File: src/rtl/ps2_key_sender_pkg.sv
// Shared definitions for the PS/2 keystroke sender: frame constants, FSM state
// encodings and the device-to-host frame builder.
package ps2_key_sender_pkg;

    localparam logic [7:0] BREAK_CODE = 8'hF0;
    localparam int         FRAME_BITS = 11;

    typedef logic [FRAME_BITS-1:0] frame_t;

    // Each gap state is numerically one above the frame state it follows.
    localparam logic [2:0] ST_IDLE = 3'd0;
    localparam logic [2:0] ST_MAKE = 3'd1;
    localparam logic [2:0] ST_GAP1 = 3'd2;
    localparam logic [2:0] ST_BRK  = 3'd3;
    localparam logic [2:0] ST_GAP2 = 3'd4;
    localparam logic [2:0] ST_REL  = 3'd5;
    localparam logic [2:0] ST_GAP3 = 3'd6;

    // Bit 0 is sent first: start 0, data LSB first, odd parity, stop 1.
    function automatic frame_t ps2_frame(input logic [7:0] data);
        return {1'b1, ~^data, data, 1'b0};
    endfunction

endpackage

File: src/rtl/ps2_key_sender_if.sv
// Character request handshake between a character source and ps2_key_sender.
interface ps2_key_sender_if;
    logic       ascii_valid;
    logic [7:0] ascii_data;
    logic       ascii_ready;

    modport master (output ascii_valid, output ascii_data, input ascii_ready);
    modport slave  (input ascii_valid, input ascii_data, output ascii_ready);
endinterface

File: src/rtl/ps2_key_sender_ascii_to_scancode.sv
// ASCII to PS/2 set-2 make code lookup. Define PS2_SEND_LOWER_EN to also map
// 'a'..'z' onto the uppercase codes (no shift sequence is produced).
module ascii_to_scancode
    import ps2_key_sender_pkg::*;
(
    input  logic [7:0] ascii_data,
    output logic [7:0] scan,
    output logic       supported
);

    localparam logic [7:0] LETTER_SCAN [26] = '{
        8'h1C, 8'h32, 8'h21, 8'h23, 8'h24, 8'h2B, 8'h34, 8'h33, 8'h43,
        8'h3B, 8'h42, 8'h4B, 8'h3A, 8'h31, 8'h44, 8'h4D, 8'h15, 8'h2D,
        8'h1B, 8'h2C, 8'h3C, 8'h2A, 8'h1D, 8'h22, 8'h35, 8'h1A
    };
    localparam logic [7:0] DIGIT_SCAN [10] = '{
        8'h45, 8'h16, 8'h1E, 8'h26, 8'h25, 8'h2E, 8'h36, 8'h3D, 8'h3E, 8'h46
    };

    // Upper and lower case letters both sit at offset 1..26 in their low five bits.
    logic [4:0] letter_idx;
    assign letter_idx = ascii_data[4:0] - 5'd1;

    always_comb begin
        scan      = 8'h00;
        supported = 1'b0;
        if (ascii_data >= 8'h41 && ascii_data <= 8'h5A) begin
            supported = 1'b1;
            scan      = LETTER_SCAN[letter_idx];
        end
`ifdef PS2_SEND_LOWER_EN
        else if (ascii_data >= 8'h61 && ascii_data <= 8'h7A) begin
            supported = 1'b1;
            scan      = LETTER_SCAN[letter_idx];
        end
`endif
        else if (ascii_data >= 8'h30 && ascii_data <= 8'h39) begin
            supported = 1'b1;
            scan      = DIGIT_SCAN[ascii_data[3:0]];
        end
    end

endmodule

File: src/rtl/ps2_key_sender.sv
// Keyboard-side PS/2 transmitter: one ASCII character becomes make, F0, make
// frames on registered ps2_clk/ps2_data. PS2_SEND_LOWER_EN enables lowercase.
module ps2_key_sender
    import ps2_key_sender_pkg::*;
#(
    parameter int CLK_DIV    = 4,
    parameter int GAP_CYCLES = 16
) (
    input  logic             clk,
    input  logic             rst,
    ps2_key_sender_if.slave  bus,
    output logic             busy,
    output logic             err,
    output logic             ps2_clk,
    output logic             ps2_data
);

    localparam int HW = (CLK_DIV > 1) ? $clog2(CLK_DIV) : 1;
    localparam int GW = (GAP_CYCLES > 1) ? $clog2(GAP_CYCLES) : 1;
    localparam logic [HW-1:0] HALF_LAST = HW'(CLK_DIV - 1);
    localparam logic [GW-1:0] GAP_LAST  = GW'(GAP_CYCLES - 1);
    localparam logic [3:0]    BIT_LAST  = 4'(FRAME_BITS - 1);

    logic [2:0]    state_reg;
    logic [HW-1:0] half_cnt_reg;
    logic          low_phase_reg;
    logic [3:0]    bit_cnt_reg;
    logic [GW-1:0] gap_cnt_reg;
    frame_t        shift_reg;
    logic [7:0]    scan_reg;
    logic          ready_reg, busy_reg, err_reg, ps2_clk_reg, ps2_data_reg;

    logic [7:0] map_scan;
    logic       map_supported;

    ascii_to_scancode u_map (
        .ascii_data (bus.ascii_data),
        .scan       (map_scan),
        .supported  (map_supported)
    );

    assign bus.ascii_ready = ready_reg;
    assign busy            = busy_reg;
    assign err             = err_reg;
    assign ps2_clk         = ps2_clk_reg;
    assign ps2_data        = ps2_data_reg;

    always_ff @(posedge clk or posedge rst) begin
        if (rst) begin
            state_reg     <= ST_IDLE;
            half_cnt_reg  <= '0;
            low_phase_reg <= 1'b0;
            bit_cnt_reg   <= '0;
            gap_cnt_reg   <= '0;
            shift_reg     <= '1;
            scan_reg      <= '0;
            ready_reg     <= 1'b1;
            busy_reg      <= 1'b0;
            err_reg       <= 1'b0;
            ps2_clk_reg   <= 1'b1;
            ps2_data_reg  <= 1'b1;
        end else begin
            err_reg <= 1'b0;
            case (state_reg)
                ST_IDLE: begin
                    if (bus.ascii_valid && ready_reg) begin
                        if (map_supported) begin
                            scan_reg     <= map_scan;
                            shift_reg    <= ps2_frame(map_scan);
                            ps2_data_reg <= 1'b0;
                            half_cnt_reg <= '0;
                            bit_cnt_reg  <= '0;
                            state_reg    <= ST_MAKE;
                            ready_reg    <= 1'b0;
                            busy_reg     <= 1'b1;
                        end else begin
                            err_reg <= 1'b1;
                        end
                    end
                end
                ST_MAKE, ST_BRK, ST_REL: begin
                    if (half_cnt_reg != HALF_LAST) begin
                        half_cnt_reg <= half_cnt_reg + 1'b1;
                    end else begin
                        half_cnt_reg <= '0;
                        if (!low_phase_reg) begin
                            low_phase_reg <= 1'b1;
                            ps2_clk_reg   <= 1'b0;
                        end else begin
                            // End of a low phase: next bit goes out with the rising edge.
                            low_phase_reg <= 1'b0;
                            ps2_clk_reg   <= 1'b1;
                            if (bit_cnt_reg == BIT_LAST) begin
                                ps2_data_reg <= 1'b1;
                                bit_cnt_reg  <= '0;
                                gap_cnt_reg  <= '0;
                                state_reg    <= state_reg + 3'd1;
                            end else begin
                                bit_cnt_reg  <= bit_cnt_reg + 1'b1;
                                shift_reg    <= {1'b1, shift_reg[FRAME_BITS-1:1]};
                                ps2_data_reg <= shift_reg[1];
                            end
                        end
                    end
                end
                ST_GAP1, ST_GAP2: begin
                    if (gap_cnt_reg != GAP_LAST) begin
                        gap_cnt_reg <= gap_cnt_reg + 1'b1;
                    end else begin
                        shift_reg    <= ps2_frame((state_reg == ST_GAP1) ? BREAK_CODE : scan_reg);
                        ps2_data_reg <= 1'b0;
                        half_cnt_reg <= '0;
                        state_reg    <= state_reg + 3'd1;
                    end
                end
                ST_GAP3: begin
                    if (gap_cnt_reg != GAP_LAST) begin
                        gap_cnt_reg <= gap_cnt_reg + 1'b1;
                    end else begin
                        gap_cnt_reg <= '0;
                        state_reg   <= ST_IDLE;
                        ready_reg   <= 1'b1;
                        busy_reg    <= 1'b0;
                    end
                end
                default: begin
                    state_reg <= ST_IDLE;
                end
            endcase
        end
    end

endmodule

File: src/flat_wrapper.sv
// flat-port wrapper written by rule: the top's interface ports become plain ports
module ps2_key_sender_flat import ps2_key_sender_pkg::*;
#(
    parameter int CLK_DIV    = 4,
    parameter int GAP_CYCLES = 16
)
  (clk, rst, busy, err, ps2_clk, ps2_data, bus_ascii_valid, bus_ascii_data, bus_ascii_ready);
  ps2_key_sender_if bus_i ();
  input  logic clk;
  input  logic rst;
  output logic busy;
  output logic err;
  output logic ps2_clk;
  output logic ps2_data;
  input wire logic [$bits(bus_i.ascii_valid)-1:0] bus_ascii_valid;
  input wire logic [$bits(bus_i.ascii_data)-1:0] bus_ascii_data;
  output wire logic [$bits(bus_i.ascii_ready)-1:0] bus_ascii_ready;
  assign bus_i.ascii_valid = bus_ascii_valid;
  assign bus_i.ascii_data = bus_ascii_data;
  assign bus_ascii_ready = bus_i.ascii_ready;
  ps2_key_sender #(.CLK_DIV(CLK_DIV), .GAP_CYCLES(GAP_CYCLES)) u_core (.clk(clk), .rst(rst), .bus(bus_i), .busy(busy), .err(err), .ps2_clk(ps2_clk), .ps2_data(ps2_data));
endmodule
File: config.mk
export PLATFORM = sky130hd
export DESIGN_NAME = ps2_key_sender_flat
export DESIGN_NICKNAME = d
export VERILOG_FILES = /design/src/rtl/ps2_key_sender_pkg.sv /design/src/rtl/ps2_key_sender_if.sv /design/src/rtl/ps2_key_sender_ascii_to_scancode.sv /design/src/rtl/ps2_key_sender.sv /design/src/flat_wrapper.sv
export SDC_FILE = /design/constraint.sdc
export NUM_CORES = 1
export LEC_CHECK = 0
export ABC_AREA = 1
export CORE_UTILIZATION = 45
export CTS_CLUSTER_DIAMETER = 40
export CTS_CLUSTER_SIZE = 40
export DETAILED_ROUTE_END_ITERATION = 7
export PLACE_DENSITY = 0.6
export SYNTH_ARGS = -nofsm -noshare
export SYNTH_HDL_FRONTEND = slang
export SYNTH_HIERARCHICAL = 1
export SYNTH_SLANG_ARGS = --single-unit
File: constraint.sdc
create_clock -name clk -period 2.3 [get_ports clk]
set_input_delay 0.345 -clock clk [delete_from_list [all_inputs] [get_ports clk]]
set_output_delay 0.345 -clock clk [all_outputs]
set_load 0.005 [all_outputs]
==> qor.csv, run 1 <==
metric,value,unit
fin_nets,561,
reg2reg_depth,10,
dieArea,7180,um^2
synth_top_area_share,0.195,
clkTransAtPathRegs,0.08,ns
synth_area_per_cell,6.74,um^2
intPower,2.20,mW
finClkSkew,0.00664,ns
clkSinkCount,36,
endpoint,u_core/shift_reg[9],
max_freq,0.473,GHz
synth_top_area_cell,dfrtp_1,
p_sw,1.85,mW
synth.most_common_cell,nand2_1,
share_seq_of_total_power,0.290,
fp.dieH,84.8,um
tns,0,ns
ctsHoldBuffers,0,
antenna_left,0,
drcViolationCount,2,
num_rows,29,
grt_max_degree,37,
finalWorstPathRequiredPeriod,2.11,ns
end_kind,flip-flop,
critical_path_class,in2reg,
ys_ff_latch,36,
cts_made_buffers,5,
use_met3,0.0275,
htree_levels,2,
synth_top_family_by_area,simple AND/OR/NAND/NOR gates,
largest_reg_flops,9,
peakVddDrop,0.000654,V
leakage,2.00,nW
antenna_cells,0,
cp.arrival,2.33,ns
reg2reg_from,u_core/state_reg[0],
max_cap_viol_count,0,
gr-total-overflow,0,
yosys.area_share.simple,0.358,
status,finished with violations,
grt_pass1_wl,13300,um
min_period_over_period,0.919,
hold_violations,0,
clock_latency,0.28,ns
die_w,84.8,um
cp_cell_sequence,clkbuf_2 -> inv_4 -> ha_4 -> ha_4 -> clkinv_4 -> buf_4 -> nand2_1 -> o21ai_0 -> nand3_1 -> nand3_1 -> nand2_1 -> nand2_1 -> nand2_1 -> xor2_1 -> nand2_1 -> nand3_1 -> nand2_1 -> a21oi_2 -> a21oi_2,
antenna_found_initial,0,
portBuffers,15,
grt_usage,0.230,
clock_path_buffers,2,
fillerInstances,622,
drt-total-wl,7620,um
cts_root_buf,clkbuf_8,
grt_pass1_vias,2996,
syn-cell-area,3080,um^2
pwr_density_cell,1040,nW/um^2
final_area,3910,um^2
top_usage_layer,met2,
final_max_slew_viol_count,0,
synthMuxAreaShare,0,
cp.required,2.52,ns
rsz0062_at_grt,false,
initial_core_util,0.474,
vias,3015,
pwr-share-comb,0.592,
hpwl,6050,um
cts_tree,done,
grtUsageMet2,0.412,
synth_compound_area_frac,0.147,
seq_area_frac_synth,0.297,
r2r_slack,0.29,ns
startpoint,bus_ascii_data[0],
synth_cell_types,39,
start_kind,input port,
drt_iter0_markers,178,
cpMaxStageDelayCell,ha_4,
use_met1,0.299,
synthArstFlopShare,1.00,
area_delta_synth_final,26.8,%
synth-edff-count,0,
core_area,6490,um^2
dpl_cell_area,3740,um^2
yosys.area_share.adder,0.0771,
synth_top_flop_cell,dfrtp_1,
synthCells,457,
setup_viol,0,
min_path_type,in2async,
synth_xor_area_frac,0.0227,
synth_top_cells_by_area,"dfrtp_1 (19%), nand2_1 (16%), dfstp_2 (10%)",
via_per_inst,4.95,
clkPwrFrac,0.118,
worst_r2r_endpoint,u_core/gap_cnt_reg[3],
io_pins,16,
netlist_top_cells_count,"nand2_1 (128), inv_1 (57), nor2_1 (42), nand3_1 (37), o21ai_0 (30)",
yosys_warnings,6,
place.gp.congestion,0.853,
switching_share,0.457,
routedWlPerCell,12.5,um
cpMostUsedCell,nand2_1,
firstDrtPassIters,7,
path_max_fanout,8,
drive_gt1_frac,0.273,
failed_checks,design-rule violations,
synth.net_count,487,
critPathMaxStageDelay,0.31,ns
[area by class of cell]
| type | instances | area [um^2] | area share |
|---|---|---|---|
| multi-input cells | 348 | 1930 | 0.495 |
| well taps | 77 | 96.3 | 0.0247 |
| clock inverters | 1 | 7.51 | 0.00192 |
| inverters | 65 | 254 | 0.0650 |
| repair buffers | 75 | 613 | 0.157 |
| clock buffers | 7 | 86.3 | 0.0221 |
| flip-flops and latches | 36 | 916 | 0.234 |
[how the worst min path moves through the flow]
stage / from / end / slack (ns) / cells past startpoint
after floorplan: u_core/bit_cnt_reg[3] / u_core/bit_cnt_reg[3] / 0.44 / 1
after global routing: rst / u_core/gap_cnt_reg[1] / 0.49 / 3
final: rst / u_core/gap_cnt_reg[0] / 0.46 / 3
after global placement: u_core/low_phase_reg / u_core/low_phase_reg / 0.47 / 2
after detailed placement: u_core/shift_reg[4] / u_core/shift_reg[4] / 0.48 / 2
after CTS: rst / u_core/gap_cnt_reg[0] / 0.48 / 3
[critical path: cells and delay by family]
family | cells | cell delay (ns)
fa+ha+maj | 2 | 0.47
buf+inv | 4 | 0.40
simple gates | 9 | 0.68
compound gates | 3 | 0.28
xor+xnor | 1 | 0.16
[power by group through the flow]
| stage | clock network (mW) | registers (mW) | logic [mW] |
|---|---|---|---|
| after floorplan | 0 | 1.14 | 1.71 |
| after global placement | 0 | 1.17 | 2.31 |
| after detailed placement | 0 | 1.18 | 2.35 |
| after CTS | 0.493 | 1.17 | 2.37 |
| after global routing | 0.522 | 1.21 | 2.72 |
| final | 0.478 | 1.17 | 2.39 |
[per-stage QoR]
step	hold WS, ns	utilization	instances	total power, mW	setup WS [ns]
2_1_floorplan	0.445	-	457	2.85	0.0174
3_3_place_gp	0.471	0.576	596	3.49	-0.472
3_5_place_dp	0.477	0.576	596	3.54	-0.515
4_1_cts	0.476	0.592	606	4.03	0.0454
5_1_grt	0.492	0.601	609	4.46	0.0105
6_report	0.457	0.601	609	4.04	0.187
[per-layer routing]
layer	vias to the layer above	wire, um
li1	1613	-
met2	30	3590
met5	-	0
met4	0	58
met1	1368	3790
met3	4	180
[cell usage in the layout, fill, tap and decap left out, types with 6 or more instances in the layout]
cell type,instances
clkdlybuf4s50_1,9
nand2_1,120
clkbuf_8,6
inv_1,52
a21oi_1,14
buf_4,58
ha_1,17
dfrtp_1,24
o22ai_1,6
nor2_2,8
o21ai_0,30
nand3_1,35
inv_2,10
nand2_2,21
dfstp_2,12
nor2_1,40
[kinds of logic after synthesis]
family	count (synthesis)
other cells	1
flops	36
xor+xnor	8
buf+inv	73
simple gates	246
fa+ha+maj	19
compound gates	74
[timing repair]
item,CTS,global route
pin swaps,2,10
gates resized for setup,4,23
buffers inserted,2,3
endpoints found under the setup margin,16,13
endpoints found under the hold margin,0,0
Power figures use the tool's default switching activity.
==> run 2, diff against run 1 <==
- SYNTH_HIERARCHICAL: 1 -> not set
==> qor.csv, run 2 <==
metric,value,unit,change
ff_latch_area,891,um^2,was 916 um^2
end_kind,flip-flop,,unchanged
synth_area_per_cell,7.32,um^2,was 6.74 um^2
yosys_warnings,0,,was 6
worstMarginPinSlew,0.459,ns,
drcViolationCount,0,,was 2
min_period_over_period,0.919,,about the same
status,completed,,was finished with violations
num_rows,29,,unchanged
synth_top_area_share,0.192,,was 0.195
cts_made_buffers,5,,unchanged
reg2reg_depth,10,,unchanged
firstDrtPassIters,4,,was 7
synth-edff-count,0,,unchanged
routedWlPerCell,12.7,um,was 12.5 um
final_cell_mix,"nand2_1 (93), inv_1 (51), buf_4 (46)",,"was nand2_1 (120), buf_4 (58), inv_1 (52)"
critical_path_class,in2reg,,unchanged
reg2reg_from,u_core.state_reg[0],,was u_core/state_reg[0]
pwr_density_cell,420,nW/um^2,was 1040 nW/um^2
clock_path_buffers,2,,unchanged
synth_top_area_cell,dfrtp_1,,unchanged
grt_pass1_vias,2598,,was 2996
place_inst,540,,was 596
max_cap_viol_count,0,,unchanged
grt_pass1_wl,12100,um,was 13300 um
ys_ff_latch,35,,was 36
final_area,3790,um^2,was 3910 um^2
clock_latency,0.29,ns,was 0.28 ns
path_max_fanout,6,,was 8
hpwl,5570,um,was 6050 um
synth_cell_types,47,,was 39
final_common_cell,nand2_1,,unchanged
endpoint,u_core.shift_reg[9],,was u_core/shift_reg[9]
portBuffers,15,,unchanged
instances_no_fill,550,,was 609
initial_core_util,0.469,,was 0.474
drive_gt1_frac,0.290,,was 0.273
via_per_inst,5.06,,was 4.95
intPower,1.18,mW,was 2.20 mW
p_sw,0.412,mW,was 1.85 mW
dpl_cell_area,3570,um^2,was 3740 um^2
die_w,83.6,um,was 84.8 um
final_max_slew_viol_count,0,,unchanged
clkTransAtPathRegs,0.08,ns,about the same
fillerInstances,621,,was 622
core_area,6390,um^2,was 6490 um^2
worst_r2r_endpoint,u_core.bit_cnt_reg[2],,was u_core/gap_cnt_reg[3]
switching_share,0.259,,was 0.457
fp.dieH,83.6,um,was 84.8 um
antenna_found_initial,0,,unchanged
peakVddDrop,0.000417,V,was 0.000654 V
slew_headroom,0.694,,
dieArea,6980,um^2,was 7180 um^2
clkPwrFrac,0.418,,was 0.118
synth_top_cells_by_area,"dfrtp_1 (19%), nand2_1 (12%), dfstp_2 (11%)",,"was dfrtp_1 (19%), nand2_1 (16%), dfstp_2 (10%)"
max_freq,0.473,GHz,about the same
setup_viol,0,,unchanged
grt_max_degree,36,,was 37
tns,0,ns,unchanged
place.gp.congestion,0.836,,was 0.853
min_path_type,in2async,,unchanged
startpoint,bus_ascii_data[0],,unchanged
finalWorstPathRequiredPeriod,2.11,ns,about the same
syn-cell-area,2990,um^2,was 3080 um^2
start_kind,input port,,unchanged
r2r_slack,0.20,ns,was 0.29 ns
leakage,1.91,nW,was 2.00 nW
netlist_top_cells_count,"nand2_1 (94), inv_1 (53), o21ai_0 (33), nand3_1 (30), nor2_1 (30)",,"was nand2_1 (128), inv_1 (57), nor2_1 (42), nand3_1 (37), o21ai_0 (30)"
io_pins,16,,unchanged
vias,2783,,was 3015
cp.required,2.53,ns,was 2.52 ns
cts_root_buf,clkbuf_8,,unchanged
synth_top_flop_cell,dfrtp_1,,unchanged
drt-total-wl,6990,um,was 7620 um
gr-total-overflow,0,,unchanged
synthArstFlopShare,1.00,,unchanged
fin_nets,502,,was 561
clkSinkCount,35,,was 36
pwr-share-comb,0.194,,was 0.592
antenna_left,0,,unchanged
htree_levels,2,,unchanged
hold_violations,0,,unchanged
grt_usage,0.211,,was 0.230
synth.net_count,439,,was 487
multi_input_area,1900,um^2,was 1930 um^2
finClkSkew,0.0106,ns,was 0.00664 ns
area_delta_synth_final,26.5,%,was 26.8%
synthCells,409,,was 457
share_seq_of_total_power,0.388,,was 0.290
cp.arrival,2.34,ns,was 2.33 ns
cts_tree,done,,unchanged
seq_area_frac_synth,0.298,,was 0.297
synth.most_common_cell,nand2_1,,unchanged
largest_reg_flops,9,,unchanged
drt_iter0_markers,145,,was 178
antenna_cells,0,,unchanged
-- run 2: changes by cell type in the layout (fill, tap and decap cells not counted), moves of 7 or more --
cell,delta
nand2_4,+8
nor2_1,-12
nand2_1,-27
nand2_2,-13
nand3_1,-7
buf_4,-12
-- run 2: critical path, stage by stage --
cell	delay, ns
dlygate4sd2_1	0.25
inv_2	0.09
ha_4	0.14
ha_4	0.22
buf_4	0.15
or2_2	0.29
nand3_1	0.10
nand3_2	0.09
nand3_2	0.09
nand2_2	0.08
inv_2	0.06
nand2_1	0.04
nand2_1	0.06
nand2_1	0.06
nand3_1	0.09
nand3_2	0.08
a21oi_2	0.11
-- run 2: worst min-delay path by stage --
| stage | to | cells past startpoint | slack [ns] | startpoint |
|---|---|---|---|---|
| floorplan | u_core.gap_cnt_reg[3] | 1 | 0.45 | u_core.gap_cnt_reg[3] |
| global placement | u_core.shift_reg[8] | 2 | 0.46 | u_core.shift_reg[8] |
| detailed placement | u_core.shift_reg[8] | 2 | 0.46 | u_core.shift_reg[8] |
| CTS | u_core.half_cnt_reg[1] | 3 | 0.47 | rst |
| global route | u_core.ps2_data | 2 | 0.50 | u_core.ps2_data |
| finish | u_core.gap_cnt_reg[0] | 3 | 0.46 | rst |
-- run 2: power groups by stage --
| stage | combinational (mW) | sequential (mW) | clock [mW] |
|---|---|---|---|
| finish | 0.309 | 0.616 | 0.664 |
| CTS | 0.301 | 0.616 | 0.680 |
| global route | 0.347 | 0.616 | 0.708 |
| global placement | 0.290 | 0.627 | 0 |
| floorplan | 0.188 | 0.627 | 0 |
| detailed placement | 0.293 | 0.627 | 0 |
-- run 2: metrics by stage --
step	util	power (mW)	setup WS [ns]	hold slack [ns]
detailed placement	0.559	0.920	-0.462	0.461
finish	0.593	1.59	0.187	0.456
CTS	0.584	1.60	0.0396	0.465
global route	0.593	1.67	-0.0171	0.495
global placement	0.559	0.917	-0.424	0.456
floorplan	-	0.815	0.0341	0.447
-- run 2: cells by family after synthesis --
family,share of synthesized area
and+or+nand+nor,0.344
adders and majority gates,0.0794
AOI/OAI and AO/OA,0.160
DFF,0.298
buffers and inverters,0.0961
xor gates and xnor gates,0.0234
-- run 2: area by class of cell --
type | instances | share of cell area
clock buffer | 5 | 0.0182
clock inverter | 3 | 0.0178
inverter | 63 | 0.0651
multi-input combinational | 305 | 0.503
sequential | 35 | 0.235
tap | 77 | 0.0254
timing repair buffer | 62 | 0.135
-- run 2: metal layers --
layer  part of all wire  global-route usage  vias up
met5                  0                   0        -
met4             0.0051              0.0370        0
met3              0.033              0.0366        4
met2               0.43               0.322       46
met1               0.53               0.315     1278
li1                   -                   -     1455
-- run 2: what timing repair did --
| item | in CTS | in global routing |
|---|---|---|
| hold buffers | 0 | 0 |
| setup endpoints to repair | 12 | 12 |
| setup buffers | 1 | 1 |
| gates cloned | 0 | 0 |
| gates resized for setup | 9 | 17 |
| pin swaps | 1 | 4 |
==> run 3, diff against run 2 <==
- CTS_BUF_LIST: not set -> sky130_fd_sc_hd__clkbuf_8
- CTS_CLUSTER_DIAMETER: 40 -> not set
==> results of run 3 <==
Same layout as run 2: the final DEF is identical, and so are final timing and power.
